$ cat src/rtl/traffic_intersection_ctrl_if.sv
// Lamp/request bundle between the intersection phase scheduler and its environment.
// master = scheduler side, slave = sensors/lamp drivers side.
interface traffic_intersection_ctrl_if;
  logic       side_req;
  logic       ped_req;
  logic       main_r;
  logic       main_y;
  logic       main_g;
  logic       side_r;
  logic       side_y;
  logic       side_g;
  logic       ped_walk;
  logic [2:0] phase;

  modport master (
    input  side_req, ped_req,
    output main_r, main_y, main_g, side_r, side_y, side_g, ped_walk, phase
  );

  modport slave (
    output side_req, ped_req,
    input  main_r, main_y, main_g, side_r, side_y, side_g, ped_walk, phase
  );
endinterface

$ cat src/rtl/traffic_intersection_ctrl.sv
// Two-road intersection phase scheduler: one registered phase FSM plus one down-counter.
// Define PED_INTERSECTION_EN to enable the pedestrian latch, PED_WALK phase and walk lamp.
module traffic_intersection_ctrl #(
  parameter int TW       = 8,
  parameter int MAIN_MIN = 10,
  parameter int YEL      = 3,
  parameter int ALLRED   = 2,
  parameter int SIDE_GRN = 6,
  parameter int WALK     = 8
) (
  input  logic                         clk,
  input  logic                         rst,
  traffic_intersection_ctrl_if.master  bus
);

  typedef enum logic [2:0] {
    S_MAIN_GRN = 3'd0,
    S_MAIN_YEL = 3'd1,
    S_ALLRED_1 = 3'd2,
    S_SIDE_GRN = 3'd3,
    S_SIDE_YEL = 3'd4,
    S_ALLRED_2 = 3'd5,
    S_PED_WALK = 3'd6,
    S_ILLEGAL  = 3'd7
  } state_e;

  state_e        state_q, state_d;
  logic [TW-1:0] timer_q, timer_d;
  logic          ped_pend_q, ped_pend_d;
  logic          timer_done;

  logic main_r, main_y, main_g, side_r, side_y, side_g, ped_walk;

  // Load value is duration-1 so a state lasts exactly its duration.
  function automatic logic [TW-1:0] dur_ld(input state_e s);
    case (s)
      S_MAIN_GRN: dur_ld = TW'(MAIN_MIN - 1);
      S_MAIN_YEL: dur_ld = TW'(YEL - 1);
      S_SIDE_GRN: dur_ld = TW'(SIDE_GRN - 1);
      S_SIDE_YEL: dur_ld = TW'(YEL - 1);
      S_PED_WALK: dur_ld = TW'(WALK - 1);
      default:    dur_ld = TW'(ALLRED - 1);
    endcase
  endfunction

  assign timer_done = (timer_q == '0);

  always_comb begin
    state_d = state_q;
    case (state_q)
      S_MAIN_GRN: if (timer_done && (bus.side_req || ped_pend_q)) state_d = S_MAIN_YEL;
      S_MAIN_YEL: if (timer_done) state_d = S_ALLRED_1;
      // Committed once here: with no request left we still serve the side road.
      S_ALLRED_1: if (timer_done) state_d = ped_pend_q ? S_PED_WALK : S_SIDE_GRN;
      S_SIDE_GRN: if (timer_done) state_d = S_SIDE_YEL;
      S_SIDE_YEL: if (timer_done) state_d = S_ALLRED_2;
      S_ALLRED_2: if (timer_done) state_d = S_MAIN_GRN;
`ifdef PED_INTERSECTION_EN
      S_PED_WALK: if (timer_done) state_d = S_ALLRED_2;
`else
      S_PED_WALK: state_d = S_ALLRED_2;
`endif
      default:    state_d = S_ALLRED_2;
    endcase
  end

  // Reload on every state change; otherwise count down and saturate at zero.
  always_comb begin
    timer_d = timer_q;
    if (state_d != state_q)  timer_d = dur_ld(state_d);
    else if (!timer_done)    timer_d = timer_q - TW'(1);
  end

`ifdef PED_INTERSECTION_EN
  // Entering the walk clears the latch and beats a same-cycle press.
  always_comb begin
    ped_pend_d = ped_pend_q;
    if (state_d == S_PED_WALK && state_q != S_PED_WALK)  ped_pend_d = 1'b0;
    else if (bus.ped_req && state_q != S_PED_WALK)       ped_pend_d = 1'b1;
  end
`else
  logic ped_req_unused;
  assign ped_req_unused = bus.ped_req;

  always_comb begin
    ped_pend_d = 1'b0;
  end
`endif

  always_ff @(posedge clk) begin
    if (rst) begin
      state_q    <= S_ALLRED_2;
      timer_q    <= TW'(ALLRED - 1);
      ped_pend_q <= 1'b0;
    end else begin
      state_q    <= state_d;
      timer_q    <= timer_d;
      ped_pend_q <= ped_pend_d;
    end
  end

  // Moore decode; anything not a main/side phase shows red on that road.
  always_comb begin
    main_r   = 1'b1;
    main_y   = 1'b0;
    main_g   = 1'b0;
    side_r   = 1'b1;
    side_y   = 1'b0;
    side_g   = 1'b0;
    ped_walk = 1'b0;
    case (state_q)
      S_MAIN_GRN: begin main_r = 1'b0; main_g = 1'b1; end
      S_MAIN_YEL: begin main_r = 1'b0; main_y = 1'b1; end
      S_SIDE_GRN: begin side_r = 1'b0; side_g = 1'b1; end
      S_SIDE_YEL: begin side_r = 1'b0; side_y = 1'b1; end
`ifdef PED_INTERSECTION_EN
      S_PED_WALK: ped_walk = 1'b1;
`endif
      default: ;
    endcase
  end

  assign bus.main_r   = main_r;
  assign bus.main_y   = main_y;
  assign bus.main_g   = main_g;
  assign bus.side_r   = side_r;
  assign bus.side_y   = side_y;
  assign bus.side_g   = side_g;
  assign bus.ped_walk = ped_walk;
  assign bus.phase    = state_q;

endmodule

$ cat src/flat_wrapper.sv
// flat-port wrapper written by rule: the top's interface ports become plain ports
module traffic_intersection_ctrl_flat 
#(
  parameter int TW       = 8,
  parameter int MAIN_MIN = 10,
  parameter int YEL      = 3,
  parameter int ALLRED   = 2,
  parameter int SIDE_GRN = 6,
  parameter int WALK     = 8
)
  (clk, rst, bus_side_req, bus_ped_req, bus_main_r, bus_main_y, bus_main_g, bus_side_r, bus_side_y, bus_side_g, bus_ped_walk, bus_phase);
  traffic_intersection_ctrl_if bus_i ();
  input  logic clk;
  input  logic rst;
  input wire logic [$bits(bus_i.side_req)-1:0] bus_side_req;
  input wire logic [$bits(bus_i.ped_req)-1:0] bus_ped_req;
  output wire logic [$bits(bus_i.main_r)-1:0] bus_main_r;
  output wire logic [$bits(bus_i.main_y)-1:0] bus_main_y;
  output wire logic [$bits(bus_i.main_g)-1:0] bus_main_g;
  output wire logic [$bits(bus_i.side_r)-1:0] bus_side_r;
  output wire logic [$bits(bus_i.side_y)-1:0] bus_side_y;
  output wire logic [$bits(bus_i.side_g)-1:0] bus_side_g;
  output wire logic [$bits(bus_i.ped_walk)-1:0] bus_ped_walk;
  output wire logic [$bits(bus_i.phase)-1:0] bus_phase;
  assign bus_i.side_req = bus_side_req;
  assign bus_i.ped_req = bus_ped_req;
  assign bus_main_r = bus_i.main_r;
  assign bus_main_y = bus_i.main_y;
  assign bus_main_g = bus_i.main_g;
  assign bus_side_r = bus_i.side_r;
  assign bus_side_y = bus_i.side_y;
  assign bus_side_g = bus_i.side_g;
  assign bus_ped_walk = bus_i.ped_walk;
  assign bus_phase = bus_i.phase;
  traffic_intersection_ctrl #(.TW(TW), .MAIN_MIN(MAIN_MIN), .YEL(YEL), .ALLRED(ALLRED), .SIDE_GRN(SIDE_GRN), .WALK(WALK)) u_core (.clk(clk), .rst(rst), .bus(bus_i));
endmodule
$ cat config.mk
export PLATFORM = sky130hd
export DESIGN_NAME = traffic_intersection_ctrl_flat
export DESIGN_NICKNAME = d
export VERILOG_FILES = /design/src/rtl/traffic_intersection_ctrl_if.sv /design/src/rtl/traffic_intersection_ctrl.sv /design/src/flat_wrapper.sv
export SDC_FILE = /design/constraint.sdc
export NUM_CORES = 1
export LEC_CHECK = 0
export CORE_MARGIN = 2
export CORE_UTILIZATION = 43
export DETAILED_ROUTE_END_ITERATION = 8
export HOLD_SLACK_MARGIN = 0.02
export PLACE_DENSITY = 0.78
export SLEW_MARGIN = 15
export SYNTH_ARGS = -nofsm -noshare
export SYNTH_HDL_FRONTEND = slang
export SYNTH_SLANG_ARGS = --single-unit
$ cat constraint.sdc
create_clock -name clk -period 2 [get_ports clk]
set_clock_uncertainty 0.2 [all_clocks]
set_input_delay 0.3 -clock clk [delete_from_list [all_inputs] [get_ports clk]]
set_output_delay 0.3 -clock clk [all_outputs]
set_load 0.02 [all_outputs]
==> run_results.csv, run 1 <==
group,metric,value,unit
outcome,outcome,"completed",
pwr,p_total,1.520,mW
setup_path,endpoint_kind,"flop",
cells_and_area,multi_input_area,454.2,µm²
synth,synth_area,675.6,µm²
synth,syn_inst,88,
setup_path,r2r_slack,0.06,ns
drt,vias_per_cell,5.821,
sta,rsz0062_at_grt,"yes",
synth,yosys_warnings,0,
setup_path,cp-start-kind,"flop",
die,die_h,43.64,µm
pwr,switchingPower,678.3,µW
placement,place_congestion,0.8920,
sta,period_share,0.9719,
synth,syn_nets,93,
worst_hold_path,hp-start,"u_core.timer_q[0]",
sta,finalHoldViolCount,0,
setup_path,cp_cell_sequence,"inv_2 > ha_4 > or4b_4 > or4b_4 > a211oi_2",
drt,drtAntennaViolNets,0,
pwr,switching_share,0.4464,
sta,finalWorstPathRequiredPeriod,1.944,ns
setup_path,crit_type,"reg -> reg",
die,rows,14,
drt,vias,716,
synth,synth_edf_count,0,
sta,setup_viol,0,
sta,slew_viol_final,0,
synth,yosys-top-cells-area,"dfxtp_1, nor3_1, xor2_1",
clocking,cts_tree,"yes",
pwr,p_comb_frac,0.653,
setup_path,worstPathRequired,2.00,ns
clocking,clk_latency,0.27,ns
setup_path,path_buf_inv,1,
setup_path,reg2reg_to,"u_core.timer_q[6]",
clocking,h-tree-depth,1,
global_routing,grt_pass1_wl,2628,µm
setup_path,rr_worst_depth,5,
drt,drt-initial-drc-count,15,
pwr,internal-power,841.2,µW
clocking,clock_path_buffers,2,
sta,hold_ws,0.3180,ns
synth,synth.largest_area_cell,"dfxtp_1",
die,top_level_ports,14,
synth,ys_types,33,
synth,seq_area_frac_synth,0.3259,
setup_path,cp.arrival,1.94,ns
pwr,power_density,1609,nW/µm²
setup_path,cp_common_cell,"or4b_4",
worst_hold_path,whs_path_depth,2,
synth,synth-async-reset-ratio,0,
die,coreArea,1489,µm²
synth,ys_ff_latch,11,
setup_path,crit_fanout,3,
drt,wl_per_cell,13.52,µm
clocking,cts_root_buffer,"clkbuf_4",
cells_and_area,antennaDiodeCount,0,
clocking,clk_pin_slew,0.07,ns
global_routing,groute.usage.overall,0.1869,
setup_path,critical-path-slowest-cell,"or4b_4",
die,die_x,43.64,µm
cells_and_area,area_growth,39.81,%
synth,syn_avg_cell_area,7.678,µm²
die,start_util,0.4538,
placement,dp_hpwl,1163,µm
pwr,total_leakage_power,0.4074,nW
synth,synth.most_common_cell,"dfxtp_1",
worst_hold_path,hold_path.class,"reg -> reg",
clocking,cts_sinks,11,
clocking,cts_made_buffers,3,
die,die_area,1904,µm²
synth,synth_top_cell_area_share,0.3259,
drt,finalWirelength,1663,µm
setup_path,cp_top_family,"simple AND/OR/NAND/NOR gates",
synth,synth_flop_cell,"dfxtp_1",
cells_and_area,fill_cells,131,
cells_and_area,register_area,222.7,µm²
pwr,peakVddDrop,0.7509,mV
drt,firstDrtPassIters,4,
synth,yosys-top-cells-count,"dfxtp_1, nor3_1, nand2_1, nor2_1",
setup_path,r2r-start,"u_core.timer_q[1]",
sta,fmax,0.5145,GHz
worst_hold_path,worst_hold_path.endpoint,"u_core.timer_q[0]",
pwr,seqPwrFrac,0.247,
setup_path,cp_slowest_stage_delay,0.50,ns
drt,drc_errors,0,
sta,timing.setup.tns,0,ns
placement,portBuffers,11,
cells_and_area,fin_nets,113,
run,maxCapViolCount,0,
cells_and_area,layout-drive-gt1-share,0.2897,
global_routing,grt_max_degree,13,
global_routing,antenna_found_initial,0,
global_routing,grt.overflow.total,0,
global_routing,grt_pass1_vias,597,
pwr,p_clk_frac,0.101,
==> cells by family after synthesis <==
| group | count (synthesis) | share of synthesized area |
|---|---|---|
| AND/OR/NAND/NOR | 40 | 0.3056 |
| AO/OA/AOI/OAI | 20 | 0.2074 |
| flip-flops | 11 | 0.3259 |
| buffers and inverters | 10 | 0.07223 |
| XOR/XNOR | 5 | 0.06481 |
| adder cells (fa/ha/maj) | 1 | 0.01852 |
| other | 1 | 0.005550 |
==> state kept, by name (all words and copies together) (netlist names) <==
register	flops
u_core.bus.phase	3
u_core.timer_q	8
==> metrics by stage <==
| stage | setup slack, ns | utilization | area (µm²) | std cells |
|---|---|---|---|---|
| floorplan | -0.03883 | - | 694.4 | 88 |
| detailed placement | 0.004188 | 0.5874 | 874.6 | 118 |
| global placement | 0.03501 | 0.5874 | 874.6 | 118 |
| finish | 0.05628 | 0.6345 | 944.7 | 123 |
| CTS | 0.0004657 | 0.6017 | 895.9 | 122 |
| global route | -0.03039 | 0.6345 | 944.7 | 123 |
==> worst register-to-register path: stages, from the launching register on <==
cell	delay, ns
dfxtp_2	0.33
inv_2	0.06
ha_4	0.13
or4b_4	0.48
or4b_4	0.50
a211oi_2	0.17
==> what timing repair did <==
action                                  in CTS  in global routing
endpoints found under the setup margin       4                 10
hold buffers                                 0                  0
pin swaps                                    0                  2
gates resized for setup                      4                 11
hold endpoints to repair                     0                  0
cloned                                       0                  0
buffers inserted                             0                  1
==> area by class of cell <==
cell class | instances | area share
Inverter | 3 | 0.01192
Timing Repair Buffer | 22 | 0.2225
Clock buffer | 4 | 0.02781
Tap cell | 16 | 0.02119
Multi-Input combinational cell | 67 | 0.4808
Sequential cell | 11 | 0.2358
==> worst max path at each step <==
stage	start	end	slack, ns	cells after the start
3_3_place_gp	u_core.timer_q[1]	u_core.timer_q[7]	0.04	7
4_1_cts	u_core.bus.phase[1]	bus_main_r	0.0005	2
2_1_floorplan	u_core.timer_q[1]	u_core.timer_q[6]	-0.04	6
3_5_place_dp	u_core.timer_q[1]	u_core.timer_q[4]	0.004	7
5_1_grt	u_core.timer_q[0]	u_core.timer_q[6]	-0.03	5
6_report	u_core.timer_q[1]	u_core.timer_q[6]	0.06	5
==> layer usage <==
metal / global-route usage / share of wire / vias to the layer above / wire [µm]
met5: 0 / 0 / - / 0
met4: 0.07273 / 0.015 / 0 / 25
met3: 0.06250 / 0.063 / 7 / 104
met2: 0.2941 / 0.49 / 22 / 813
met1: 0.2347 / 0.43 / 335 / 720
li1: - / - / 352 / -
==> power groups by stage <==
stage / clock, mW / combinational (mW) / sequential [mW]
2_1_floorplan: 0 / 0.577 / 0.394
3_3_place_gp: 0 / 0.924 / 0.373
3_5_place_dp: 0 / 0.939 / 0.377
4_1_cts: 0.157 / 0.931 / 0.371
5_1_grt: 0.169 / 1.07 / 0.388
6_report: 0.153 / 0.992 / 0.375
==> cells in the final DEF, fill, tap and decap left out, drive strengths merged, types with 2 or more instances in the layout <==
| cell | n |
|---|---|
| o21ai | 3 |
| nand2 | 9 |
| a21oi | 5 |
| xor2 | 4 |
| or4b | 2 |
| nor3 | 10 |
| nand3 | 2 |
| nor2 | 9 |
| nor4 | 2 |
| buf | 11 |
| clkdlybuf4s50 | 3 |
| inv | 3 |
| a211o | 2 |
| clkbuf | 4 |
| o21bai | 2 |
| dlygate4sd2 | 4 |
| a211oi | 3 |
| dfxtp | 11 |
| dlymetal6s2s | 4 |
Note: power is estimated with default switching activity, not from simulation.
==> run 2: changes to the inputs <==
Settings changed: CORE_MARGIN 2 to 10.
==> run 2 against run 1 <==
Effect of this change:
- global-route usage down 8.2 points
- die area up 87%
- sequential share of layout area down 1.4 points
- cell area up 6.4%
- clock power about the same
- critical path depth unchanged
- maximum frequency down 2.3%
- via count up 3.4%
- largest cell class unchanged
- largest power group unchanged
==> run_results.csv, run 2 (synthesized netlist as in run 1, its figures left out) <==
group,metric,value,unit
outcome,outcome,"completed",
pwr,switching_share,0.4482,
worst_hold_path,hp-start,"u_core.bus.phase[2]",
clocking,clk_latency,0.27,ns
drt,firstDrtPassIters,4,
cells_and_area,regMostFlops,"u_core.timer_q",
sta,hold_ws,0.3576,ns
cells_and_area,multi_input_area,476.7,µm²
cells_and_area,fin_nets,117,
clocking,cts_sinks,11,
pwr,seqPwrFrac,0.225,
global_routing,groute.usage.overall,0.1047,
placement,place_congestion,0.8866,
die,die_x,59.64,µm
die,start_util,0.4538,
placement,portBuffers,11,
sta,slew_viol_final,0,
pwr,p_comb_frac,0.685,
pwr,p_clk_frac,0.090,
setup_path,critical_path.startpoint,"u_core.timer_q[0]",
sta,timing.setup.tns,0,ns
drt,drc_errors,0,
sta,finalWorstPathRequiredPeriod,1.990,ns
setup_path,cp.arrival,1.98,ns
pwr,internal-power,918.3,µW
drt,vias_per_cell,5.827,
pwr,power_density,1656,nW/µm²
global_routing,grt_pass1_vias,720,
cells_and_area,mostFrequentLayoutCell,"buf_4",
cells_and_area,final_area,1005,µm²
setup_path,endpoint_kind,"flop",
placement,dp_hpwl,1348,µm
clocking,cts_root_buffer,"clkbuf_4",
sta,finalHoldViolCount,0,
global_routing,grt_pass1_wl,2925,µm
global_routing,antenna_found_initial,0,
drt,drt-initial-drc-count,7,
cells_and_area,largest_register_ffs,8,
clocking,clk_pin_slew,0.07,ns
global_routing,grt_max_degree,11,
drt,drtAntennaViolNets,0,
cells_and_area,antennaDiodeCount,0,
pwr,p_total,1.664,mW
setup_path,r2r-start,"u_core.timer_q[0]",
die,rows,14,
cells_and_area,layout-drive-gt1-share,0.3243,
worst_hold_path,hold_path.class,"reg -> reg",
drt,finalWirelength,1970,µm
pwr,switchingPower,745.8,µW
pwr,total_leakage_power,0.4169,nW
sta,period_share,0.9952,
cells_and_area,fin_util,0.6748,
global_routing,grt.overflow.total,0,
setup_path,crit_fanout,3,
drt,vias,740,
die,die_area,3557,µm²
sta,worst_slew_pin_slew,0.5808,ns
sta,relSlewSlack,0.6098,
setup_path,crit_type,"reg -> reg",
clocking,cts_tree,"yes",
sta,setup_viol,0,
die,die_h,59.64,µm
setup_path,worstPathRequired,1.99,ns
placement,place_area,882.1,µm²
sta,fmax,0.5024,GHz
die,coreArea,1489,µm²
clocking,cts_hold_buffers,0,
pwr,peakVddDrop,0.7811,mV
cells_and_area,fill_cells,124,
clocking,h-tree-depth,1,
die,top_level_ports,14,
cells_and_area,layout_common_cells,"buf_4, nand2_1, dfxtp_1",
clocking,cts_made_buffers,3,
drt,wl_per_cell,15.51,µm
cells_and_area,area_growth,48.70,%
cells_and_area,register_area,222.7,µm²
run,maxCapViolCount,0,
sta,rsz0062_at_grt,"yes",
setup_path,cp-start-kind,"flop",
clocking,clock_path_buffers,2,
[run 2: cell types whose count changed in the layout (fill, tap and decap cells not counted), sizes merged]
cell	previous run	this run
dlymetal6s2s	4	1
dlygate4sd2	4	6
clkdlybuf4s50	3	4
buf	11	14
clkbuf	4	5
[run 2: routing by layer]
metal | share of wire | global-route usage
met5 | 0 | 0
met4 | 0.016 | 0.04808
met3 | 0.071 | 0.06223
met1 | 0.40 | 0.1051
met2 | 0.51 | 0.1691
[run 2: worst max-delay path, stage by stage, from the launching register on]
cell      delay, ns
dfxtp_2        0.33
inv_2          0.07
ha_4           0.13
or4b_4         0.51
or4b_4         0.50
a211oi_2       0.18
[run 2: cell type report]
type                    count  area share
well taps                  16     0.01993
clock buffers               4     0.02615
inverters                   3     0.01121
flip-flops and latches     11      0.2217
repair buffers             26      0.2466
multi-input cells          67      0.4745
[run 2: power by group through the flow]
stage / registers, mW / clock network, mW / logic (mW)
2_1_floorplan: 0.394 / 0 / 0.577
3_3_place_gp: 0.367 / 0 / 0.951
3_5_place_dp: 0.373 / 0 / 0.970
4_1_cts: 0.367 / 0.156 / 0.953
5_1_grt: 0.384 / 0.171 / 1.24
6_report: 0.374 / 0.151 / 1.14
[run 2: worst paths after layout]
path | to | slack (ns) | depth (start not counted)
max | u_core.timer_q[6] | 0.01 | 5
min | u_core.bus.phase[1] | 0.36 | 2
max reg2reg | u_core.timer_q[6] | 0.01 | 5
min reg2reg | u_core.bus.phase[1] | 0.36 | 2
[run 2: per-stage QoR]
stage	instances	worst slack [ns]
3_5_place_dp	119	0.001376
2_1_floorplan	88	-0.03883
5_1_grt	127	-0.05859
6_report	127	0.009526
4_1_cts	123	0.005070
3_3_place_gp	119	0.02985
[run 2: timing repair]
action                                 in CTS  in global routing
resized for setup                           6                 11
pin swaps                                   1                  6
buffers inserted                            0                  3
setup endpoints to repair                   7                  7
cloned                                      0                  1
endpoints found under the hold margin       0                  0
